$ cat config.mk
export PLATFORM = sky130hd
export DESIGN_NAME = sample_sequencer
export DESIGN_NICKNAME = d
export VERILOG_FILES = /design/src/rtl/sample_sequencer_pkg.sv /design/src/rtl/sample_sequencer_period_counter.sv /design/src/rtl/sample_sequencer.sv
export SDC_FILE = /design/constraint.sdc
export NUM_CORES = 1
export LEC_CHECK = 0
export ABC_CLOCK_PERIOD_IN_PS = 4400
export CAP_MARGIN = 10
export CORE_MARGIN = 5
export CORE_UTILIZATION = 41
export CTS_CLUSTER_SIZE = 25
export DETAILED_ROUTE_END_ITERATION = 10
export PLACE_DENSITY = 0.69
export SLEW_MARGIN = 20
export SYNTH_ARGS = -nofsm -noshare
export SYNTH_HDL_FRONTEND = slang
export SYNTH_SLANG_ARGS = --single-unit
$ cat constraint.sdc
create_clock -name Fg_CLK -period 4.4 [get_ports Fg_CLK]
set_input_delay 0.88 -clock Fg_CLK [delete_from_list [all_inputs] [get_ports Fg_CLK]]
set_output_delay 0.88 -clock Fg_CLK [all_outputs]
set_load 0.01 [all_outputs]
$ cat src/rtl/sample_sequencer_pkg.sv
// Shared definitions for the sample sequencer.
//   state_t     : sequencer FSM states
//   MODE_MIN/MAX: accepted range of the period-select exponent
//   CNT_W       : width of the period down-counter
//   period_n()  : constant 10**k lookup, k = 0..6
//   clamp_mode(): folds a raw 4-bit Mode into [MODE_MIN, MODE_MAX]
package sample_sequencer_pkg;

  typedef enum logic [1:0] {
    ST_IDLE = 2'd0,
    ST_FILL = 2'd1,
    ST_RUN  = 2'd2
  } state_t;

  localparam int unsigned MODE_MIN = 1;
  localparam int unsigned MODE_MAX = 6;
  localparam int          CNT_W    = 20;

  function automatic logic [CNT_W-1:0] period_n(input logic [2:0] k);
    logic [CNT_W-1:0] n;
    case (k)
      3'd0:    n = 20'd1;
      3'd1:    n = 20'd10;
      3'd2:    n = 20'd100;
      3'd3:    n = 20'd1000;
      3'd4:    n = 20'd10000;
      3'd5:    n = 20'd100000;
      default: n = 20'd1000000;
    endcase
    return n;
  endfunction

  function automatic logic [2:0] clamp_mode(input logic [3:0] m);
    logic [2:0] k;
    if (m < 4'(MODE_MIN))      k = 3'(MODE_MIN);
    else if (m > 4'(MODE_MAX)) k = 3'(MODE_MAX);
    else                       k = m[2:0];
    return k;
  endfunction

endpackage

$ cat src/rtl/sample_sequencer_period_counter.sv
// Loadable period down-counter.
//   clk, rst : clock, async active-high reset
//   load     : reload with period_n(mode) - 1 (wins over en)
//   en       : decrement while nonzero
//   mode     : clamped period exponent used on load
//   tc       : terminal count, high while the count is zero
module period_counter
  import sample_sequencer_pkg::*;
(
  input  logic       clk,
  input  logic       rst,
  input  logic       load,
  input  logic       en,
  input  logic [2:0] mode,
  output logic       tc
);

  logic [CNT_W-1:0] cnt;

  always_ff @(posedge clk or posedge rst) begin
    if (rst) begin
      cnt <= '0;
    end else if (load) begin
      cnt <= period_n(mode) - 20'd1;
    end else if (en && (cnt != '0)) begin
      cnt <= cnt - 20'd1;
    end
  end

  assign tc = (cnt == '0);

endmodule

$ cat src/rtl/sample_sequencer.sv
// Sample sequencer: walks a synchronous (1-cycle latency) sample memory and
// hands the interpolator one segment (start/end sample) every 10**Mode cycles.
//   Fg_CLK, RESET : clock, async active-high reset
//   Run           : level, 1 = sequence samples
//   Mode          : period exponent (clamped to 1..6)
//   Length        : last valid memory address
//   mem_rd/addr   : read request;  mem_data returns one cycle later
//   out2/out1     : segment start/end sample
//   Enable        : 1-cycle pulse when a new segment is presented
//   Busy          : high outside IDLE
//
// state | meaning
// IDLE  | stopped, outputs hold, read pointer parked at 0
// FILL  | three priming reads shifting through prefetch -> out1 -> out2
// RUN   | counting the period; at terminal count advance the segment
module sample_sequencer
  import sample_sequencer_pkg::*;
#(
  parameter int ADDR_W = 10,
  parameter int DATA_W = 32
) (
  input  logic              Fg_CLK,
  input  logic              RESET,
  input  logic              Run,
  input  logic [3:0]        Mode,
  input  logic [ADDR_W-1:0] Length,
  output logic              mem_rd,
  output logic [ADDR_W-1:0] mem_addr,
  input  logic [DATA_W-1:0] mem_data,
  output logic [DATA_W-1:0] out1,
  output logic [DATA_W-1:0] out2,
  output logic              Enable,
  output logic              Busy
);

  state_t            state, next_state;
  logic [ADDR_W-1:0] rd_ptr, ptr_next;
  logic [1:0]        fill_cnt;
  logic              rd_q, capture, load, enable_d, tc, cnt_en, shift_out;
  logic [DATA_W-1:0] prefetch;
  logic [2:0]        mode_q, mode_q_d;

  always_ff @(posedge Fg_CLK or posedge RESET) begin
    if (RESET) state <= ST_IDLE;
    else       state <= next_state;
  end

  always_comb begin
    next_state = state;
    mem_rd     = 1'b0;
    load       = 1'b0;
    enable_d   = 1'b0;
    case (state)
      ST_IDLE: begin
        if (Run) next_state = ST_FILL;
      end
      ST_FILL: begin
        if (!Run) begin
          next_state = ST_IDLE;
        end else if (fill_cnt != 2'd3) begin
          mem_rd = 1'b1;
        end else begin
          // third word is being captured this cycle; segment is complete
          next_state = ST_RUN;
          load       = 1'b1;
          enable_d   = 1'b1;
        end
      end
      ST_RUN: begin
        if (!Run) begin
          next_state = ST_IDLE;
        end else if (tc) begin
          mem_rd   = 1'b1;
          load     = 1'b1;
          enable_d = 1'b1;
        end
      end
      default: next_state = ST_IDLE;
    endcase
  end

  // Data returning after Run drops is dropped, so outputs hold in IDLE.
  assign capture   = rd_q & Run & (state != ST_IDLE);
  assign shift_out = ((state == ST_FILL) && capture) || ((state == ST_RUN) && load);
  // The counter reloads from the mode being committed on this edge, so a
  // new Mode governs the period that starts at this boundary.
  assign mode_q_d  = load ? clamp_mode(Mode) : mode_q;
  // >= rather than == so a Length shrunk below rd_ptr wraps immediately.
  assign ptr_next  = (rd_ptr >= Length) ? '0 : rd_ptr + ADDR_W'(1);
  assign cnt_en    = (state == ST_RUN);

  always_ff @(posedge Fg_CLK or posedge RESET) begin
    if (RESET) begin
      rd_ptr   <= '0;
      fill_cnt <= '0;
      rd_q     <= 1'b0;
      prefetch <= '0;
      out1     <= '0;
      out2     <= '0;
      Enable   <= 1'b0;
      mode_q   <= 3'(MODE_MIN);
    end else begin
      rd_q   <= mem_rd;
      Enable <= enable_d;
      mode_q <= mode_q_d;

      if (state == ST_IDLE) rd_ptr <= '0;
      else if (mem_rd)      rd_ptr <= ptr_next;

      if (state != ST_FILL) fill_cnt <= '0;
      else if (mem_rd)      fill_cnt <= fill_cnt + 2'd1;

      if (capture) prefetch <= mem_data;

      if (shift_out) begin
        out2 <= out1;
        out1 <= prefetch;
      end
    end
  end

  assign mem_addr = rd_ptr;
  assign Busy     = (state != ST_IDLE);

  period_counter u_period (
    .clk  (Fg_CLK),
    .rst  (RESET),
    .load (load),
    .en   (cnt_en),
    .mode (mode_q_d),
    .tc   (tc)
  );

endmodule

# Yosys cells after proc, flatten, opt, wreduce, memory -nomap -nowiden
# Cells that the tools add are included.
# classes
reduce_logical	13
div	0
multipliers	0
n_shift	0
order_cmp	3
n_addsub	4
bitwise_logic	2
n_eq_ne	12
muxes	25
# ops
op	n
20-bit one-hot mux with 6 select lines	1
20-bit two-way mux	3
20-bit by 1-bit subtractor with 20-bit output, second input constant	2
10-bit two-way mux	3
20-bit logical NOT	1
20-bit nonzero test	1
2-bit two-way mux	6
10-bit by 1-bit adder with 10-bit output, second input constant	1
10-bit >= comparator	1
3-bit two-way mux	3
2-bit nonzero test	4
3-bit by 2-bit equality test with 1-bit output, second input constant	2
3-bit equality test, second input constant	2
1-bit two-way mux	6
2-bit != test, second input constant	3
2-bit one-hot mux with 3 select lines	1
4-bit by 3-bit greater-than comparator with 1-bit output, second input constant	1
4-bit by 1-bit < comparator with 1-bit output, second input constant	1
1-bit one-hot mux with 2 select lines	2
3-bit by 1-bit equality test with 1-bit output, second input constant	1
1-bit logical AND	3
3-bit logical NOT	1
3-bit != test, second input constant	1
3-bit AND reduction	1
7 further kinds	8
# word_totals
mem_bits_ro	0
regBits	135
mem_count	0
out_inout_bits	77
latch_bits	0
input_bits	49
ram_bits	0
wordCells	69

# Logic depth before layout (Yosys ltp)
# Gate-level depths: netlist (run 1).
# depth
word_depth	10
ltp_mapped	15
ltp_nobuf	14

# Hierarchy
# Synthesis (run 1) repeated with hierarchy kept, for this count alone.
# unflattened
hier_cells	607
area_unflattened_um2	6652.6
# modules_own_cells
module	area_per_inst_um2	instances	seq_area_each_um2	cells_per_inst
sample_sequencer	5137.4	1	2879.0	419
period_counter	1515.2	1	500.5	188

# Worst setup path after synthesis (run 1)
# Ideal clock, no wire load.
# synth_path
path_kind	input-to-reg
start	input Run
end	register u_period.cnt[14]
path_stages	13
n_path_buf	2
arrival_ps	3092
setup_ps	78
path_slack_ps	1230
required_ps	4322
cell_sequence	buf_2 -> and3_1 -> a31oi_4 -> inv_2 -> buf_2 -> and3_1 -> a21oi_1 -> ha_1 -> nand3_1 -> nor3_1 -> nand2_1 -> xor2_1 -> a21oi_1
# synth_between
elab_chain_len	8
elab_cells_between_ends	15
classes_between	add/sub (1); eq/ne (5); mux (7); reduce/logical (2)
# synth_rtl
item	line_no	rtl
start, declared	sample_sequencer.sv:24	input logic Run,
1-bit two-way mux, on equally long branches	sample_sequencer.sv:70, sample_sequencer.sv:58	
1-bit one-hot mux with 2 select lines *	sample_sequencer.sv:53	case (state)
3-bit two-way mux	sample_sequencer.sv:87	assign mode_q_d = load ? clamp_mode(Mode) : mode_q;
3-bit equality test (tied with other cells)	sample_sequencer_pkg.sv:21	case (k)
20-bit one-hot mux with 6 select lines	sample_sequencer_pkg.sv:21	
20-bit two-way mux	sample_sequencer_period_counter.sv:23	end else if (load) begin
20-bit by 1-bit subtractor with 20-bit output	sample_sequencer_period_counter.sv:24	cnt <= period_n(mode) - 20'd1;
20-bit two-way mux	sample_sequencer_period_counter.sv:23	
end signal, assigned	sample_sequencer_period_counter.sv:24	
end signal, assigned	sample_sequencer_period_counter.sv:26	cnt <= cnt - 20'd1;
end, declared	sample_sequencer_period_counter.sv:18	logic [CNT_W-1:0] cnt;
# Mark *: on every way between the ends. The rest lies on a longest branch, timed or not. The select of a mux whose other input is x is not followed.
# A chain may end at the register's enable or synchronous reset.

# Worst setup path in the final report (run 1)
# layout_path
start	register u_period.cnt[12]
end	output mem_rd
# layout_between
elab_chain_len	4
# layout_rtl
item	line_no	rtl
20-bit logical NOT	sample_sequencer_period_counter.sv:30	assign tc = (cnt == '0);
1-bit two-way mux	sample_sequencer.sv:72	end else if (tc) begin
1-bit two-way mux	sample_sequencer.sv:70	if (!Run) begin
1-bit one-hot mux with 2 select lines	sample_sequencer.sv:53	
end, declared	sample_sequencer.sv:27	output logic mem_rd,
# Every way passes these cells.

==> out/metrics.yaml, run 1 <==
grt:
  antenna_found_initial: 0
  grt_pass1_vias: 4393
  grt_max_degree: 67
  grt_overflow: 0
  grt_pass1_wl_um: 21800
  track_usage: 0.162
yosys:
  ys_ff_latch: 132
  synth_xor_area_frac: 0.0249
  syn-num-nets: 605
  synth_cell_type_count: 52
  avgSynthCellArea_um2: 11.1
  synth_mux_area_frac: 0.126
  synth_compound_area_frac: 0.0752
  yosys.area_share.adder: 0.0334
  synth-seq-area-share: 0.551
  mappedNetlistArea_um2: 5990
  synth_top_family_by_area: "simple AND/OR/NAND/NOR gates"
  synthesis.instances: 540
  yosysWarningCount: 0
  synthSimpleGateAreaFrac: 0.155
clock_tree:
  numCtsBuffers: 17
  cts_resized: 0
  cts_tree: "built"
  cts_buffer_depth: 2
  clockRootBuffer: "clkbuf_16"
  cts_sinks: 132
  clock_latency_ns: 0.41
  cts.htree.levels: 4
  cts_setup_buffers: 0
  clk_pin_slew_worst_paths_ns: 0.06
  hold_buffers: 0
routing:
  via_per_inst: 5.13
  drt-initial-drc-count: 258
  first_pass_iters: 4
  num_vias: 4439
  drt-total-wl_um: 13300
  drt_drc_violations_left: 0
  ant_nets: 0
  wire_per_inst_um: 15.4
sta:
  clock_skew_ns: 0.00707
  drv_slew: 0
  tns_ns: 0
  fin_crit_ns: 3.57
  fmaxAchievable_mhz: 280
  rsz0062_at_grt: "no"
  finalSetupViolations: 0
  maxSlewHeadroom: 0.554
  final_hold_viol_count: 0
  hold_slack_ns: 0.466
  worst_slack_ns: 0.828
  worstMarginPinSlew_ns: 0.665
  min_period_over_period: 0.812
worst_setup_path:
  crit_type: "reg -> out"
  worst_path_max_delay_cell: "clkdlybuf4s50_1"
  crit_required_ns: 3.52
  ff2ff_path_depth: 10
  r2r-start: "u_period.cnt[12]"
  crit_path_max_fanout: 6
  cp-start-kind: "flip-flop"
  crit_buf_inv: 1
  end_kind: "primary output"
  path_delay_family: "simple AND/OR/NAND/NOR gates"
  cp.arrival_ns: 2.69
  cp_slowest_stage_delay_ns: 0.60
  cp_cell_sequence: "nor4_1, and2_1, a31oi_1, nor2_2, clkdlybuf4s50_1"
  timing.rr.end: "u_period.cnt[14]"
  r2r_slack_ns: 1.18
status:
  status: "complete, no violations"
job:
  maxCapViolCount: 0
placed_design:
  dpl_worst_slack_ns: 0.549
  hpwl_um: 9320
  gp_congestion: 0.916
  dpl-instance-area_um2: 7420
  io_buffers: 125
min_path:
  min_from: "prefetch[2]"
  hold_path_depth: 2
  holdPathEnd: "prefetch[2]"
  hp-class: "reg -> reg"
finish:
  final_nets: 733
  drive_gt1_frac: 0.0808
  fin_area_um2: 8040
  antenna_cells: 0
  area_growth_pct: 34.2
  num-fill-cells: 1211
floorplanning:
  io_pins: 126
  rows: 44
  coreArea_um2: 14400
  fp.dieH_um: 131
  initial_core_util: 0.415
  die_w_um: 131
  die_area_um2: 17100
power:
  p_leak_nw: 3.96
  power.density_nw_per_um2: 486
  ir_drop_uv: 225
  finalPower_mw: 3.91
-- synth_stat cells (all sizes together) --
library cell	n	area share
o41ai	1	0.0015
a31oi	8	0.011
nor4b	2	0.0029
and3b	1	0.0015
o21ai	17	0.014
a22oi	2	0.0048
a22o	6	0.0088
or3	4	0.0042
nor4	4	0.0042
nor3	14	0.013
or2	3	0.0031
nand2b	2	0.0021
dfrtp	132	0.55
a211oi	5	0.0063
nor2	23	0.015
clkbuf	13	0.0081
mux2	65	0.12
o22ai	2	0.0021
ha	16	0.033
and2	4	0.0042
nand4b	2	0.0029
nor2b	6	0.0063
nand2	114	0.071
nand3	8	0.0067
a221o	1	0.0017
nand4	4	0.0042
a21boi	1	0.0019
inv	18	0.011
and3	10	0.010
a21o	5	0.0063
xor2	8	0.012
and4	1	0.0017
o31ai	1	0.0013
a211o	1	0.0015
xnor2	9	0.013
buf	10	0.015
a311oi	1	0.0015
a311o	1	0.0017
nand3b	1	0.0013
o32ai	1	0.0027
a21oi	10	0.0084
clkinv	1	0.00063
mux2i	2	0.0033
-- report_power, final --
part	total [mW]	internal [mW]	leakage, nW	switching (mW)
registers	1.61	1.45	1.79	0.153
logic	0.839	0.431	1.87	0.409
clock network	1.46	0.938	0.296	0.524
total	3.91	2.82	3.96	1.09
-- flip-flops by register name (all words and copies together) (netlist names) --
signal        cells
fill_cnt          2
u_period.cnt     20
out2             32
state             2
Enable            1
mem_addr         10
prefetch         32
rd_q              1
out1             32
-- worst max-delay path by stage --
stage | slack (ns) | startpoint | depth (start not counted) | to
2_1_floorplan | 1.23 | Run | 13 | u_period.cnt[14]
5_1_grt | 0.65 | u_period.cnt[12] | 5 | mem_rd
6_report | 0.83 | u_period.cnt[12] | 5 | mem_rd
3_3_place_gp | 0.66 | Run | 12 | u_period.cnt[14]
4_1_cts | 0.82 | u_period.cnt[12] | 5 | mem_rd
3_5_place_dp | 0.55 | Run | 12 | u_period.cnt[14]
-- worst reg2reg max path: cells and delay by family, from the launching register on --
family | cells | cell delay [ns]
fa+ha+maj | 1 | 0.29
simple gates | 5 | 1.71
compound gates | 3 | 0.50
flops | 1 | 0.42
xor+xnor | 1 | 0.16
-- cell type report --
type,count,area (um2),area share
Clock buffer,21,470,0.0585
Clock inverter,11,149,0.0185
Multi-Input combinational cell,366,2480,0.308
Timing Repair Buffer,132,1330,0.165
Sequential cell,132,3300,0.411
Tap cell,184,230,0.0287
Inverter,19,75.1,0.00934
-- layer usage --
layer / vias to the layer above / global-route usage / part of all wire
met4: 0 / 0.0605 / 0.014
li1: 2132 / - / -
met3: 18 / 0.0496 / 0.064
met2: 133 / 0.249 / 0.47
met5: - / 0 / 0
met1: 2156 / 0.217 / 0.45
-- cells by family (layout without fill, tap and decap cells) --
family	after synthesis	in the layout
adder cells (fa/ha/maj)	16	16
buffers and inverters	42	183
flip-flops	132	132
AO/OA/AOI/OAI	63	63
AND/OR/NAND/NOR	203	203
multiplexers	67	67
XOR/XNOR	17	17
-- layout by cell type, fill, tap and decap left out, types with 5 or more instances in the layout --
cell type	netlist	routed
a21oi_1	10	10
mux2_2	5	5
inv_1	17	16
a211oi_1	5	5
clkdlybuf4s50_1	0	125
nor2b_1	6	6
a22o_1	6	6
nand3_1	8	8
nor2_1	21	21
and3_1	10	10
xor2_1	8	8
dfrtp_1	132	132
clkbuf_16	0	17
ha_1	16	16
a31oi_1	7	7
mux2_1	60	60
buf_4	0	5
nand2_1	114	114
o21ai_0	15	15
a21o_1	5	5
nor3_1	13	13
xnor2_1	9	9
-- per-stage QoR --
stage | instances | util
floorplan | 540 | -
global placement | 833 | 0.514
detailed placement | 833 | 0.514
CTS | 865 | 0.557
global route | 865 | 0.557
finish | 865 | 0.557
No activity file was read; power rests on OpenSTA's default activity.
==> run 2, diff against run 1 <==
--- a/config.mk
+++ b/config.mk
@@ -5,13 +5,13 @@
 export SDC_FILE = /design/constraint.sdc
 export NUM_CORES = 1
 export LEC_CHECK = 0
-export ABC_CLOCK_PERIOD_IN_PS = 4400
+export ABC_CLOCK_PERIOD_IN_PS = 3400
 export CAP_MARGIN = 10
 export CORE_MARGIN = 5
 export CORE_UTILIZATION = 41
 export CTS_CLUSTER_SIZE = 25
 export DETAILED_ROUTE_END_ITERATION = 10
-export PLACE_DENSITY = 0.69
+export PLACE_DENSITY = 0.66
 export SLEW_MARGIN = 20
 export SYNTH_ARGS = -nofsm -noshare
 export SYNTH_HDL_FRONTEND = slang
==> constraint.sdc (replaced) <==
create_clock -name Fg_CLK -period 3.4 [get_ports Fg_CLK]
set_input_delay 0.68 -clock Fg_CLK [delete_from_list [all_inputs] [get_ports Fg_CLK]]
set_output_delay 0.68 -clock Fg_CLK [all_outputs]
set_load 0.01 [all_outputs]
==> run 2 against run 1 <==
  * Sequential power increased by 30%
  * Routed wire length increased by 2.3%
  * Register-to-register slack got worse by 0.59 ns
  * Clock power increased by 23%
  * Non-clock buffer count increased by 8
  * Total power increased by 28%
  * Largest power group unchanged
==> out/metrics.yaml, run 2 (synthesized netlist as in run 1, its figures left out) <==
status:
  status: "complete, no violations"
power:
  p_leak_nw: 3.99  # +0.88%
  ir_drop_uv: 359  # +59%
  clkPwrFrac: 0.361  # -0.013
  switching_share: 0.281  # +0.00296
  p_seq_frac: 0.418  # +0.007
  combPwrFrac: 0.221  # +0.006
  p_int_mw: 3.59  # +27%
  power.density_nw_per_um2: 619  # +27%
  p_switching_mw: 1.40  # +29%
  finalPower_mw: 4.99  # +28%
worst_setup_path:
  crit_path_max_fanout: 6  # unchanged
  worst_path_max_delay_cell: "clkdlybuf4s50_1"
  cp.arrival_ns: 2.43  # -0.26 ns
  crit_required_ns: 2.72  # -0.80 ns
  crit_type: "reg -> out"
  end_kind: "primary output"
  path_delay_family: "simple AND/OR/NAND/NOR gates"
  crit_buf_inv: 1  # unchanged
  cp_num_cells: 5  # unchanged
  cp_cell_sequence: "nor3_1, and2_1, a31oi_1, nor2_2, clkdlybuf4s50_1"
  cp_slowest_stage_delay_ns: 0.56  # -0.04 ns
  ff2ff_path_depth: 12  # +2
  cp-start-kind: "flip-flop"
grt:
  grt_max_degree: 133  # +99%
  grt_pass1_wl_um: 22300  # +2.2%
  antenna_found_initial: 0  # unchanged
  grt_pass1_vias: 4541  # +3.4%
  track_usage: 0.165  # +0.00319
  grt_overflow: 0  # unchanged
routing:
  num_vias: 4454  # +0.34%
  drt-initial-drc-count: 262  # +1.6%
  first_pass_iters: 4  # unchanged
  drt_drc_violations_left: 0  # unchanged
  wire_per_inst_um: 15.6  # +1.4%
  ant_nets: 0  # unchanged
  drt-total-wl_um: 13600  # +2.3%
  via_per_inst: 5.10  # -0.58%
sta:
  fmaxAchievable_mhz: 321
  tns_ns: 0  # unchanged
  worstMarginPinSlew_ns: 0.719  # +0.0535 ns
  drv_slew: 0  # unchanged
  hold_slack_ns: 0.467  # +0.00101 ns
  fin_crit_ns: 3.11
  rsz0062_at_grt: "no"
  final_hold_viol_count: 0  # unchanged
  min_period_over_period: 0.915
  maxSlewHeadroom: 0.521  # -0.0330
  clock_skew_ns: 0.00562  # -0.00145 ns
  finalSetupViolations: 0  # unchanged
floorplanning:
  rows: 44  # unchanged
  coreArea_um2: 14400  # unchanged
  fp.dieH_um: 131  # unchanged
  die_area_um2: 17100  # unchanged
  io_pins: 126  # unchanged
  die_w_um: 131  # unchanged
  initial_core_util: 0.415  # unchanged
finish:
  regArea_um2: 3300  # unchanged
  num-fill-cells: 1252  # +3.4%
  drive_gt1_frac: 0.0929  # +0.0121
  multi_input_area_um2: 2480  # unchanged
  fin_util: 0.560  # +0.00260
  fin_area_um2: 8070  # +0.47%
  layout_common_cells: "dfrtp_1 (132), clkdlybuf4s50_1 (125), nand2_1 (114), mux2_1 (60), nor2_1 (21)"
  layout_commonest_cell: "dfrtp_1"
  antenna_cells: 0  # unchanged
  reg_top3: "out1 x32, out2 x32, prefetch x32"
  final_nets: 741  # +1.1%
  area_growth_pct: 34.8
clock_tree:
  cts_sinks: 132  # unchanged
  numCtsBuffers: 17  # unchanged
  clockRootBuffer: "clkbuf_16"
  cts_buffer_depth: 2  # unchanged
  clk_pin_slew_worst_paths_ns: 0.06  # about the same
  cts_tree: "built"
  cts_resized: 0  # unchanged
  cts.htree.levels: 4  # unchanged
  clock_latency_ns: 0.41  # about the same
  hold_buffers: 0  # unchanged
  cts_setup_buffers: 0  # unchanged
min_path:
  hold_path_depth: 2  # unchanged
  hp-class: "reg -> reg"
job:
  maxCapViolCount: 0  # unchanged
placed_design:
  gp_congestion: 0.877  # -4.2%
  dpl-instance-area_um2: 7480  # +0.81%
  io_buffers: 125  # unchanged
  hpwl_um: 9520  # +2.2%
-- run 2: changes by cell type in the layout (fill, tap and decap cells not counted), sizes merged --
cell,before,now
bufinv,3,2
clkbuf,21,20
clkinv,4,9
clkinvlp,4,3
inv,19,17
buf,7,15
-- run 2: worst paths after layout --
path / from / to / slack (ns)
max in group asynchronous: RESET / u_period.cnt[13] / 2.03
worst min register to register: prefetch[25] / prefetch[25] / 0.47
worst max register to register: u_period.cnt[15] / u_period.cnt[14] / 0.59
worst max-delay path: u_period.cnt[15] / mem_rd / 0.29
worst min-delay path: prefetch[25] / prefetch[25] / 0.47
min in group asynchronous: RESET / out2[14] / 0.82
-- run 2: worst register-to-register path, cell delays in order (launching register included) --
cell and delay [ns]:
dfrtp_1 0.42, nor3_1 0.38, and2_1 0.36, a31oi_4 0.13
buf_4 0.19, a21oi_1 0.15, ha_1 0.19, nand3_1 0.13
nor3_1 0.20, buf_4 0.17, nand2_1 0.07, xor2_1 0.16
a21oi_1 0.17
-- run 2: metrics by stage --
stage | std cells | setup slack (ns)
floorplan | 540 | 0.430
finish | 873 | 0.288
detailed placement | 841 | 0.259
global route | 873 | 0.0799
CTS | 873 | 0.267
global placement | 841 | 0.361
-- run 2: power by group through the flow --
| stage | combinational (mW) | clock [mW] | sequential [mW] |
|---|---|---|---|
| 5_1_grt | 1.23 | 1.91 | 2.13 |
| 2_1_floorplan | 0.555 | 0 | 2.12 |
| 6_report | 1.10 | 1.80 | 2.09 |
| 3_5_place_dp | 1.12 | 0 | 2.12 |
| 4_1_cts | 1.12 | 1.85 | 2.09 |
| 3_3_place_gp | 1.09 | 0 | 2.09 |
-- run 2: metal layers --
metal,share of wire,global-route usage
met1,0.45,0.220
met2,0.47,0.258
met3,0.060,0.0419
met4,0.018,0.0678
met5,0,0
-- run 2: layout make-up --
cell class                 instances  share of cell area
timing repair buffer             140               0.172
clock buffer                      20              0.0578
sequential                       132               0.409
multi-input combinational        366               0.307
tap                              184              0.0285
inverter                          19             0.00930
clock inverter                    12              0.0161
